==> config.mk <==
export PLATFORM = sky130hd
export DESIGN_NAME = parking_allocator
export DESIGN_NICKNAME = d
export VERILOG_FILES = /design/src/rtl/parking_pkg.sv /design/src/rtl/parking_allocator_resv_timer.sv /design/src/rtl/parking_allocator.sv
export SDC_FILE = /design/constraint.sdc
export NUM_CORES = 1
export LEC_CHECK = 0
export ABC_AREA = 1
export CAP_MARGIN = 20
export CORE_UTILIZATION = 60
export CTS_CLUSTER_SIZE = 40
export DETAILED_ROUTE_END_ITERATION = 12
export DONT_BUFFER_PORTS = 1
export PLACE_DENSITY_LB_ADDON = 0.12
export SKIP_LAST_GASP = 1
export SLEW_MARGIN = 40
export SYNTH_ARGS = -nofsm -noshare
export SYNTH_HDL_FRONTEND = slang
export SYNTH_SLANG_ARGS = --single-unit
export TNS_END_PERCENT = 10
==> constraint.sdc <==
create_clock -name clk -period 2.8 [get_ports clk]
set_clock_uncertainty 0.05 [all_clocks]
set_input_delay 0.56 -clock clk [delete_from_list [all_inputs] [get_ports clk]]
set_output_delay 0.56 -clock clk [all_outputs]
set_load 0.01 [all_outputs]
==> src/rtl/parking_pkg.sv <==
// Shared definitions for the parking allocator: slot geometry, gate FSM
// states and small bit-vector helpers used by the top level.
package parking_pkg;

  localparam int NUM_SLOTS = 6;
  localparam int SLOT_W    = 3;
  localparam int COUNT_W   = 3;

  typedef enum logic [1:0] {
    IDLE  = 2'd0,
    ENTRY = 2'd1,
    EXIT  = 2'd2,
    DENY  = 2'd3
  } gate_state_e;

  // Index of the lowest set bit; 0 when the vector is empty.
  function automatic logic [SLOT_W-1:0] lowest_slot(input logic [NUM_SLOTS-1:0] v);
    lowest_slot = '0;
    for (int i = NUM_SLOTS - 1; i >= 0; i--) begin
      if (v[i]) lowest_slot = SLOT_W'(i);
    end
  endfunction

  function automatic logic [COUNT_W-1:0] popcount(input logic [NUM_SLOTS-1:0] v);
    popcount = '0;
    for (int i = 0; i < NUM_SLOTS; i++) begin
      popcount = popcount + COUNT_W'(v[i]);
    end
  endfunction

endpackage

==> src/rtl/parking_allocator_resv_timer.sv <==
// Per-slot reservation timer: expire is asserted during the last of
// RESV_CYCLES cycles following start, unless clear cancels it first.
module resv_timer #(
  parameter int RESV_CYCLES = 1_000_000_000
) (
  input  logic clk,
  input  logic rst,
  input  logic start,
  input  logic clear,
  output logic expire
);

  localparam int CW = (RESV_CYCLES > 1) ? $clog2(RESV_CYCLES + 1) : 1;

  logic [CW-1:0] cnt;
  logic          active;

  assign expire = active && (cnt == CW'(RESV_CYCLES - 1));

  // NOTE: sequential state uses non-blocking assignments so every register
  // samples pre-edge values, independent of statement order.
  always_ff @(posedge clk) begin
    if (rst) begin
      cnt    <= '0;
      active <= 1'b0;
    end else if (start) begin
      cnt    <= '0;
      active <= 1'b1;
    end else if (clear || expire) begin
      cnt    <= '0;
      active <= 1'b0;
    end else if (active) begin
      cnt <= cnt + CW'(1);
    end
  end

endmodule

==> src/rtl/parking_allocator.sv <==
// Parking lot allocator: tracks slot occupancy, reserves the lowest free slot
// for each admitted car, drives the entry/exit gate and reports park/leave events.
module parking_allocator
  import parking_pkg::*;
#(
  parameter int GATE_CYCLES = 100_000_000,
  parameter int RESV_CYCLES = 1_000_000_000
) (
  input  logic                 clk,
  input  logic                 rst,
  input  logic [NUM_SLOTS-1:0] status,
  input  logic                 entry_req,
  input  logic                 exit_req,
  output logic                 gate_open,
  output logic                 assign_valid,
  output logic [SLOT_W-1:0]    assign_slot,
  output logic                 deny,
  output logic [COUNT_W-1:0]   avail_count,
  output logic                 full,
  output logic [NUM_SLOTS-1:0] park_evt,
  output logic [NUM_SLOTS-1:0] leave_evt
);

  localparam int GW = (GATE_CYCLES > 1) ? $clog2(GATE_CYCLES) : 1;

  logic [NUM_SLOTS-1:0] status_q, status_qq;
  logic                 primed;
  logic [NUM_SLOTS-1:0] reserved, avail, rise, fall, expire, grant_vec;
  logic [SLOT_W-1:0]    grant_slot;
  logic [COUNT_W-1:0]   avail_pop;

  gate_state_e          state, state_next;
  logic [GW-1:0]        gate_cnt, gate_cnt_next;
  logic                 grant, deny_now;

  assign rise       = status_q & ~status_qq;
  assign fall       = ~status_q & status_qq;
  assign avail      = ~status_q & ~reserved;
  assign avail_pop  = popcount(avail);
  assign grant_slot = lowest_slot(avail);
  assign grant_vec  = grant ? (NUM_SLOTS'(1) << grant_slot) : '0;
  assign gate_open  = (state == ENTRY) || (state == EXIT);

  for (genvar i = 0; i < NUM_SLOTS; i++) begin : g_resv
    resv_timer #(.RESV_CYCLES(RESV_CYCLES)) u_timer (
      .clk   (clk),
      .rst   (rst),
      .start (grant_vec[i]),
      .clear (rise[i]),
      .expire(expire[i])
    );
  end

  // NOTE: every variable written here gets a default first, so no path
  // through the case can leave one unassigned and infer a latch.
  always_comb begin
    state_next    = state;
    gate_cnt_next = gate_cnt;
    grant         = 1'b0;
    deny_now      = 1'b0;
    case (state)
      IDLE: begin
        if (exit_req) begin
          state_next    = EXIT;
          gate_cnt_next = GW'(GATE_CYCLES - 1);
        end else if (entry_req) begin
          // full is one cycle stale; an empty avail vector also refuses entry
          if (!full && (|avail)) begin
            state_next    = ENTRY;
            gate_cnt_next = GW'(GATE_CYCLES - 1);
            grant         = 1'b1;
          end else begin
            state_next = DENY;
            deny_now   = 1'b1;
          end
        end
      end
      ENTRY, EXIT: begin
        if (gate_cnt == '0) state_next = IDLE;
        else                gate_cnt_next = gate_cnt - GW'(1);
      end
      DENY: begin
        if (!entry_req) state_next = IDLE;
      end
      default: state_next = IDLE;
    endcase
  end

  // NOTE: reset is synchronous; every register here, including the
  // reservation bits, is returned to a known value when rst is sampled high.
  always_ff @(posedge clk) begin
    if (rst) begin
      state        <= IDLE;
      gate_cnt     <= '0;
      status_q     <= '0;
      status_qq    <= '0;
      primed       <= 1'b0;
      reserved     <= '0;
      assign_valid <= 1'b0;
      assign_slot  <= '0;
      deny         <= 1'b0;
      avail_count  <= COUNT_W'(NUM_SLOTS);
      full         <= 1'b0;
      park_evt     <= '0;
      leave_evt    <= '0;
    end else begin
      state        <= state_next;
      gate_cnt     <= gate_cnt_next;
      status_q     <= status;
      // First cycle out of reset seeds both stages so occupied slots raise no events
      status_qq    <= primed ? status_q : status;
      primed       <= 1'b1;
      reserved     <= (reserved & ~(rise | expire)) | grant_vec;
      assign_valid <= grant;
      if (grant) assign_slot <= grant_slot;
      deny         <= deny_now;
      avail_count  <= avail_pop;
      full         <= (avail_pop == '0);
      park_evt     <= rise;
      leave_evt    <= fall;
    end
  end

endmodule

## Yosys cells after proc, flatten, opt, wreduce, memory -nomap -nowiden

Cells that the tools add are included.

| cells by class | value |
|---|---|
| add/sub/neg operators | 12 |
| eq/ne operators | 14 |
| shift-type cells | 1 |
| muxes and demuxes | 37 |
| bitwise gates (word level) | 12 |
| reductions and logical operators | 36 |

Operators by type and width:

| operator | count |
|---|---|
| 30-bit by 1-bit adder with 30-bit output (second input constant) | 6 |
| 30-bit equality test (second input constant) | 6 |
| 27-bit 2-to-1 mux | 4 |
| 27-bit one-hot mux with 2 select lines | 1 |
| 27-bit zero test | 1 |
| 27-bit by 1-bit subtractor with 27-bit output (second input constant) | 1 |
| 6-bit bitwise AND | 4 |
| 6-bit NOT | 4 |
| 1-bit 2-to-1 mux | 18 |
| 3-bit 2-to-1 mux | 6 |
| 3-bit OR reduction | 6 |
| 2-bit nonzero test | 7 |
| 6-bit 2-to-1 mux | 2 |
| 6-bit OR | 2 |
| 2-bit 2-to-1 mux | 5 |
| 3-bit by 1-bit adder with 3-bit output | 3 |
| 1-bit logical AND | 7 |
| 1-bit logical OR | 7 |
| 2-bit inequality test (second input constant) | 3 |
| 3-bit inequality test (second input constant) | 2 |
| 2-bit one-hot mux with 3 select lines | 1 |
| 6-bit OR reduction | 1 |
| 1-bit by 3-bit << shifter with 6-bit output (first input constant) | 1 |
| 2-bit equality test (second input constant) | 2 |
| other kinds (11) | 12 |

| word-level totals | value |
|---|---|
| register bits after elaboration | 255 |
| bits of input ports | 10 |
| output and inout bits | 22 |
| word-level logic and storage cells | 137 |

## Depth between registers and ports, before layout

Gate-level depths: netlist of the first run.

| depth | value |
|---|---|
| depth in word-level cells | 11 |
| depth in mapped cells | 13 |
| gate-level depth less buffers | 12 |

## Cells and area by module

A second synthesis of the first run with hierarchy kept.

| unflattened totals | value |
|---|---|
| cell total of the unflattened synthesis | 2265 |
| area, all modules | 14576.5 µm² |

By module, submodules not included:

| module | times used | cells an instance | area an instance (µm²) | seq. area each (µm²) |
|---|---|---|---|---|
| resv_timer (g_resv[0].u_timer ...) | 5 | 286 | 1825.5 | 620.6 |
| parking_allocator | 1 | 547 | 3612.2 | 1381.3 |
| resv_timer (g_resv[5].u_timer) | 1 | 288 | 1836.8 | 620.6 |

## Worst setup path after synthesis of the first run

Ideal clock, no wire load.

| timing path | value |
|---|---|
| path kind | flip-flop to flip-flop |
| start point | register status_q[0] |
| end point | register full |
| setup time | 64 ps |
| data arrival time | 2250 ps |
| data required time | 2686 ps |
| setup slack | 436 ps |
| cell stages (with the launch flop) | 11 |
| path buffers | 0 |
| period minus slack after synthesis | 2364 ps |
| path through | dfxtp_1 -> nor2_1 -> inv_1 -> fa_1 -> xor2_1 -> xor2_1 -> ha_1 -> inv_1 -> fa_1 -> nand2_1 -> nor2_1 |

| on the way | value |
|---|---|
| longest elaborated chain between the ends | 8 |

Ends and longest elaborated chain:

| element | line | source |
|---|---|---|
| start, declared | parking_allocator.sv:26 | `logic [NUM_SLOTS-1:0] status_q, status_qq;` |
| start signal, assigned | parking_allocator.sv:109 | `status_q <= status;` |
| 6-bit NOT | parking_allocator.sv:38 | `assign avail = ~status_q & ~reserved;` |
| 6-bit bitwise AND | parking_allocator.sv:38 |  |
| 1-bit by 1-bit adder with 2-bit output | parking_pkg.sv:27 | `popcount = popcount + COUNT_W'(v[i]);` |
| 2-bit by 1-bit adder with 3-bit output | parking_pkg.sv:27 |  |
| 3-bit by 1-bit adder with 3-bit output (3 in a row) | parking_pkg.sv:27 |  |
| 3-bit zero test | parking_allocator.sv:118 | `full <= (avail_pop == '0);` |
| end signal, assigned | parking_allocator.sv:118 |  |
| end, declared | parking_allocator.sv:19 | `output logic full,` |

No other way between the ends.
A chain may end at the register's enable or synchronous reset.

## Final worst setup path of the first run

Ends and elaborated chain as after synthesis.

==> results of run 1 <==
## cell usage after synthesis (10+ instances only)
library cell,count,area (um2)
ha_1,11,138
nor2_2,21,131
xnor2_1,49,429
xor2_1,104,911
nor4_1,12,75.1
buf_4,11,82.6
nand4_1,62,388
clkbuf_1,10,37.5
o21ai_0,23,115
nor2_1,385,1450
inv_1,236,886
a21oi_1,47,235
nor3_1,61,305
buf_2,15,75.1
nand3_1,148,741
nand2_1,406,1520
dfxtp_1,255,5100
## state kept, by name, summed over array words and instances (netlist names), 2 cells and up
name,flops
state,2
leave_evt,6
g_resv.u_timer.active,6
gate_cnt,27
reserved,6
park_evt,6
assign_slot,3
status_q,6
status_qq,6
avail_count,3
g_resv.u_timer.cnt,180
## worst reg2reg max path: cells and delay by family, from the launching register on
kind	cells	cell delay, ps
XOR/XNOR	2	390
adder cells (fa/ha/maj)	3	1220
buffers and inverters	2	160
flip-flops	1	350
AND/OR/NAND/NOR	3	360
## layout make-up
cell class / instances / area (um2) / area share (%)
Inverter: 245 / 925 / 6.44
Multi-Input combinational cell: 1377 / 6900 / 48.0
Sequential cell: 255 / 5100 / 35.5
Clock inverter: 19 / 262 / 1.82
Clock buffer: 33 / 761 / 5.30
Timing Repair Buffer: 9 / 67.6 / 0.470
Tap cell: 275 / 344 / 2.40
## placed cells by master (no fill, tap or decap), drive strengths merged, types with 6 or more instances in the layout
cell,instances
nor3,63
xor2,104
o21ai,23
nand4,62
xnor2,49
a21oi,47
bufinv,6
clkbuf,33
clkinv,9
nor4,13
dfxtp,255
ha,11
nand2,414
nand3b,9
buf,9
nor2,407
inv,244
nand3,151
## timing repair
| item | CTS | global route |
|---|---|---|
| endpoints found under the setup margin | 0 | 1 |
| gates resized for setup | 0 | 2 |
| hold buffers | 0 | 0 |
## final timing paths
check | from | endpoint | slack, ps
min | rst | gate_cnt[14] | 30
min reg2reg | status_qq[4] | leave_evt[4] | 400
max reg2reg | status_q[0] | full | 210
max | status_q[0] | full | 210
## cell families (layout without fill, tap and decap cells)
group                      count (synthesis)  after routing  synth area share, %
and+or+nand+nor                         1129           1129                 37.4
DFF                                      255            255                 38.8
muxes                                      5              5                0.380
buffers and inverters                    286            306                 8.88
AOI/OAI and AO/OA                         77             77                 3.08
xor gates and xnor gates                 153            153                 10.2
adders and majority gates                 13             13                 1.35
## layer usage
layer	share of wire, %	GRT usage, %	vias up
met1	48	36.6	5279
met3	4.4	3.24	45
li1	-	-	6029
met5	0	0	-
met2	46	43.9	200
met4	1.6	6.46	0
## power groups by stage
stage	Sequential [W]	Combinational [W]	Clock [W]
2_1_floorplan	0.00404	0.00201	0
3_3_place_gp	0.00410	0.00233	0
3_5_place_dp	0.00410	0.00238	0
4_1_cts	0.00403	0.00240	0.00410
5_1_grt	0.00406	0.00272	0.00426
6_report	0.00403	0.00240	0.00402
## through the flow
step                      cells  cell area [um2]
after floorplan            1918            13200
after global placement     2161            13300
after detailed placement   2161            13300
after CTS                  2213            14400
after global routing       2213            14400
final                      2213            14400
==> results_dict.tcl, run 1 <==
set metrics [dict create \
    vias_per_cell 5.22 \
    areaGrowthSynthToFinish_pct 9.13 \
    cts_tree "done" \
    crit_arrival_ps 3020 \
    clkPwrFrac_pct 38.5 \
    cp_slowest_cell "fa_1" \
    setup_ws_ps 209 \
    fillerInstances 1908 \
    hp-class "in2reg" \
    track_usage_pct 26.5 \
    syn_area_um2 13200 \
    seqPwrFrac_pct 38.5 \
    timing_worst_setup_path_type "reg2reg" \
    die_y_um 150 \
    clock_latency_ps 550 \
    die_w_um 150 \
    nets 1939 \
    outcome "finished clean" \
    yosysWarnings 0 \
    die_area_um2 22500 \
    rows 53 \
    end_kind "flop" \
    critPathRequiredTime_ps 3230 \
    dr_total_vias 11600 \
    remaining_drc_errors 0 \
    grt_pass1_vias 10400 \
    clk_path_buf_depth 3 \
    grt-ovfl-total 0 \
    cts_buffers 28 \
    max_cap_violations 0 \
    setup_tns_ps 0 \
    wire_per_inst_um 13.3 \
    relSlewSlack_pct 50.8 \
    post-dp-hpwl_um 21200 \
    power_leakage_nw 5.42 \
    critPathMaxFanout 4 \
    slew_violations 0 \
    p_total_w 0.0105 \
    synth_enable_flop_cells 0 \
    synthArstFlopShare_pct 0 \
    yosysUniqueCellTypes 43 \
    swShare_pct 32.5 \
    grt_max_degree 51 \
    core_region_area_um2 21300 \
    synth-seq-area-share_pct 38.8 \
    io_pins 32 \
    cp_num_buf_inv 2 \
    grt_pass1_wl_um 49100 \
    clockRootBuffer "clkbuf_16" \
    drive_gt1_share_pct 5.68 \
    pwr-share-comb_pct 23.0 \
    pre_cts_slack_ps 172 \
    fmax_ghz 0.386 \
    cts_setup_buffers 0 \
    tightest_slew_ps 736 \
    intPower_w 0.00705 \
    hold_viol 0 \
    antenna_cells 0 \
    startpoint_type "flop" \
    rsz0062_at_grt "false" \
    fin_hold_ws_ps 28.9 \
    cts_htree_levels 1 \
    fin_util_pct 67.5 \
    syn_inst 1918 \
    synth-seq-cells 255 \
    antenna_found_initial 0 \
    worst-path-stages 10 \
    fin_crit_sh_pct 92.5 \
    irDropWorstVdd_mv 1.05 \
    drt_iter0_markers 652 \
    clk_pin_slew_worst_paths_ps 60 \
    hold_depth 1 \
    ys.flop_type "dfxtp_1" \
    syn_avg_cell_area_um2 6.86 \
    portBuffers 0 \
    antenna_left 0 \
    start_util_pct 61.8 \
    wirelength_um 29400 \
    period_minus_slack_ps 2590 \
    max_stage_delay_ps 580 \
    setup_violations 0 \
    synth_nets 1941 \
    globalplace.congestion 0.915 \
    ff2ff_path_depth 10 \
    crit_family "adder cells" \
    dr.pass1.iters 5 \
    crit_chain "nor2_2 > inv_1 > fa_1 > xor2_1 > xor2_1 > ha_1 > inv_1 > fa_1 > nand2_1 > nor2_1" \
    cts_sinks 255 \
    powerDensity_nw_per_um2 728 \
    switchingPower_w 0.00340 \
]
Power figures use the tool's default switching activity.
==> run 2: changes to the inputs <==
--- a/config.mk
+++ b/config.mk
@@ -13,7 +13,7 @@
 export DONT_BUFFER_PORTS = 1
 export PLACE_DENSITY_LB_ADDON = 0.12
 export SKIP_LAST_GASP = 1
-export SLEW_MARGIN = 40
+export SLEW_MARGIN = 20
 export SYNTH_ARGS = -nofsm -noshare
 export SYNTH_HDL_FRONTEND = slang
 export SYNTH_SLANG_ARGS = --single-unit
==> results of run 2 <==
The final DEF is identical to that of run 1; final timing and power are the same.
==> run 3: changes to the inputs <==
--- a/config.mk
+++ b/config.mk
@@ -7,6 +7,7 @@
 export LEC_CHECK = 0
 export ABC_AREA = 1
 export CAP_MARGIN = 20
+export CORE_MARGIN = 2
 export CORE_UTILIZATION = 60
 export CTS_CLUSTER_SIZE = 40
 export DETAILED_ROUTE_END_ITERATION = 12
==> results_dict.tcl, run 3 (synthesis gave the netlist of run 1 again) <==
set metrics [dict create \
    antenna_found_initial 0 \
    fin_crit_sh_pct 90.7 \
    setup_ws_ps 259 \
    clock_latency_ps 550 \
    pwr-share-comb_pct 23.3 \
    cts_tree "done" \
    die_w_um 152 \
    dr.pass1.iters 5 \
    end_kind "flop" \
    clkPwrFrac_pct 37.3 \
    cts_sinks 255 \
    core_region_area_um2 21700 \
    intPower_w 0.00687 \
    remaining_drc_errors 0 \
    io_pins 32 \
    switchingPower_w 0.00334 \
    r2r_end "full" \
    hp-class "in2reg" \
    drt_iter0_markers 673 \
    timing.rr.start "status_q[0]" \
    seqPwrFrac_pct 39.5 \
    grt_pass1_vias 10900 \
    powerDensity_nw_per_um2 714 \
    tightest_slew_ps 629 \
    irDropWorstVdd_mv 0.603 \
    areaGrowthSynthToFinish_pct 8.63 \
    cts_setup_buffers 0 \
    fmax_ghz 0.394 \
    grt_max_degree 51 \
    period_minus_slack_ps 2540 \
    rows 54 \
    layout_common_cells "406 x nand2_1, 385 x nor2_1, 255 x dfxtp_1" \
    die_y_um 152 \
    max_stage_delay_ps 580 \
    outcome "finished clean" \
    wirelength_um 28600 \
    ff2ff_path_depth 10 \
    min_from "rst" \
    start_util_pct 60.7 \
    swShare_pct 32.7 \
    post-dp-hpwl_um 20900 \
    cts_resized 0 \
    antenna_cells 0 \
    cts_htree_levels 1 \
    cts_buffers 27 \
    rsz0062_at_grt "false" \
    startpoint_type "flop" \
    globalplace.congestion 0.925 \
    pre_cts_slack_ps 254 \
    hold_path_end "gate_cnt[4]" \
    wire_per_inst_um 12.9 \
    antenna_left 0 \
    max_cap_violations 0 \
    grt_pass1_wl_um 49000 \
    vias_per_cell 5.19 \
    die_area_um2 23100 \
    critPathRequiredTime_ps 3230 \
    drive_gt1_share_pct 5.43 \
    setup_tns_ps 0 \
    cp_slowest_cell "fa_1" \
    reg.largest.list "g_resv.u_timer.cnt x180, gate_cnt x27" \
    clk_path_buf_depth 3 \
    largest_reg_flops 180 \
    crit_chain "nor2_1 > inv_1 > fa_1 > xor2_1 > xor2_1 > ha_1 > inv_1 > fa_1 > nand2_1 > nor2_1" \
    dr_total_vias 11500 \
    track_usage_pct 24.6 \
    clockRootBuffer "clkbuf_16" \
    clk_pin_slew_worst_paths_ps 60 \
    hold_viol 0 \
    setup_violations 0 \
    crit_arrival_ps 2980 \
    slew_violations 0 \
    timing_worst_setup_path_type "reg2reg" \
    layout_commonest_cell "nand2_1" \
    hold_depth 1 \
    nets 1938 \
    regToRegSetupSlack_ps 260 \
    relSlewSlack_pct 57.7 \
    largest_register "g_resv.u_timer.cnt" \
    critPathMaxFanout 4 \
    power_leakage_nw 5.39 \
    grt-ovfl-total 0 \
    portBuffers 0 \
    cts.hold.buffers_added 0 \
]
-- run 3: cell count changes in the layout (fill, tap and decap cells not counted), sizes merged --
cell	delta
inv	+2
clkinv	-3
clkbuf	-1
bufinv	-1
-- run 3: cell type report --
class,count,area (um2)
Clock buffer,32,724
Fill cell,1956,7390
Clock inverter,17,238
Tap cell,280,350
Timing Repair Buffer,9,67.6
Sequential cell,255,5100
Inverter,245,925
Multi-Input combinational cell,1377,6890
-- run 3: worst max path at each step --
stage               slack, ps  depth (start not counted)        start   end
floorplan                 440                         10  status_q[0]  full
global route               90                         10  status_q[0]  full
finish                    260                         10  status_q[0]  full
detailed placement        250                         10  status_q[0]  full
CTS                       260                         10  status_q[0]  full
global placement          330                         10  status_q[0]  full
-- run 3: power groups by stage --
stage	combinational [W]	sequential (W)	clock, W
6_report	0.00237	0.00403	0.00380
5_1_grt	0.00271	0.00405	0.00402
4_1_cts	0.00238	0.00403	0.00388
3_5_place_dp	0.00237	0.00411	0
3_3_place_gp	0.00232	0.00410	0
2_1_floorplan	0.00201	0.00404	0
-- run 3: critical path, delay by kind of cell, from the launching register on --
family / cells / cell delay, ps
buffers and inverters: 2 / 170
XOR/XNOR: 2 / 390
adder cells (fa/ha/maj): 3 / 1220
AND/OR/NAND/NOR: 3 / 350
flip-flops: 1 / 330
-- run 3: metal layers --
| metal | part of all wire [%] | track usage (%) |
|---|---|---|
| met5 | 0 | 0 |
| met3 | 4.7 | 3.91 |
| met4 | 2.4 | 7.12 |
| met2 | 46 | 41.7 |
| met1 | 47 | 32.5 |
-- run 3: stage by stage --
| stage | power [W] | area (um2) | util, % | instances | hold slack (ps) |
|---|---|---|---|---|---|
| detailed placement | 0.00648 | 13300 | 61.5 | 2166 | 381 |
| global placement | 0.00642 | 13300 | 61.5 | 2166 | 370 |
| floorplan | 0.00604 | 13200 | - | 1918 | 364 |
| CTS | 0.0103 | 14300 | 65.9 | 2215 | 16.8 |
| global route | 0.0108 | 14300 | 65.9 | 2215 | 19.2 |
| finish | 0.0102 | 14300 | 65.9 | 2215 | 28.0 |
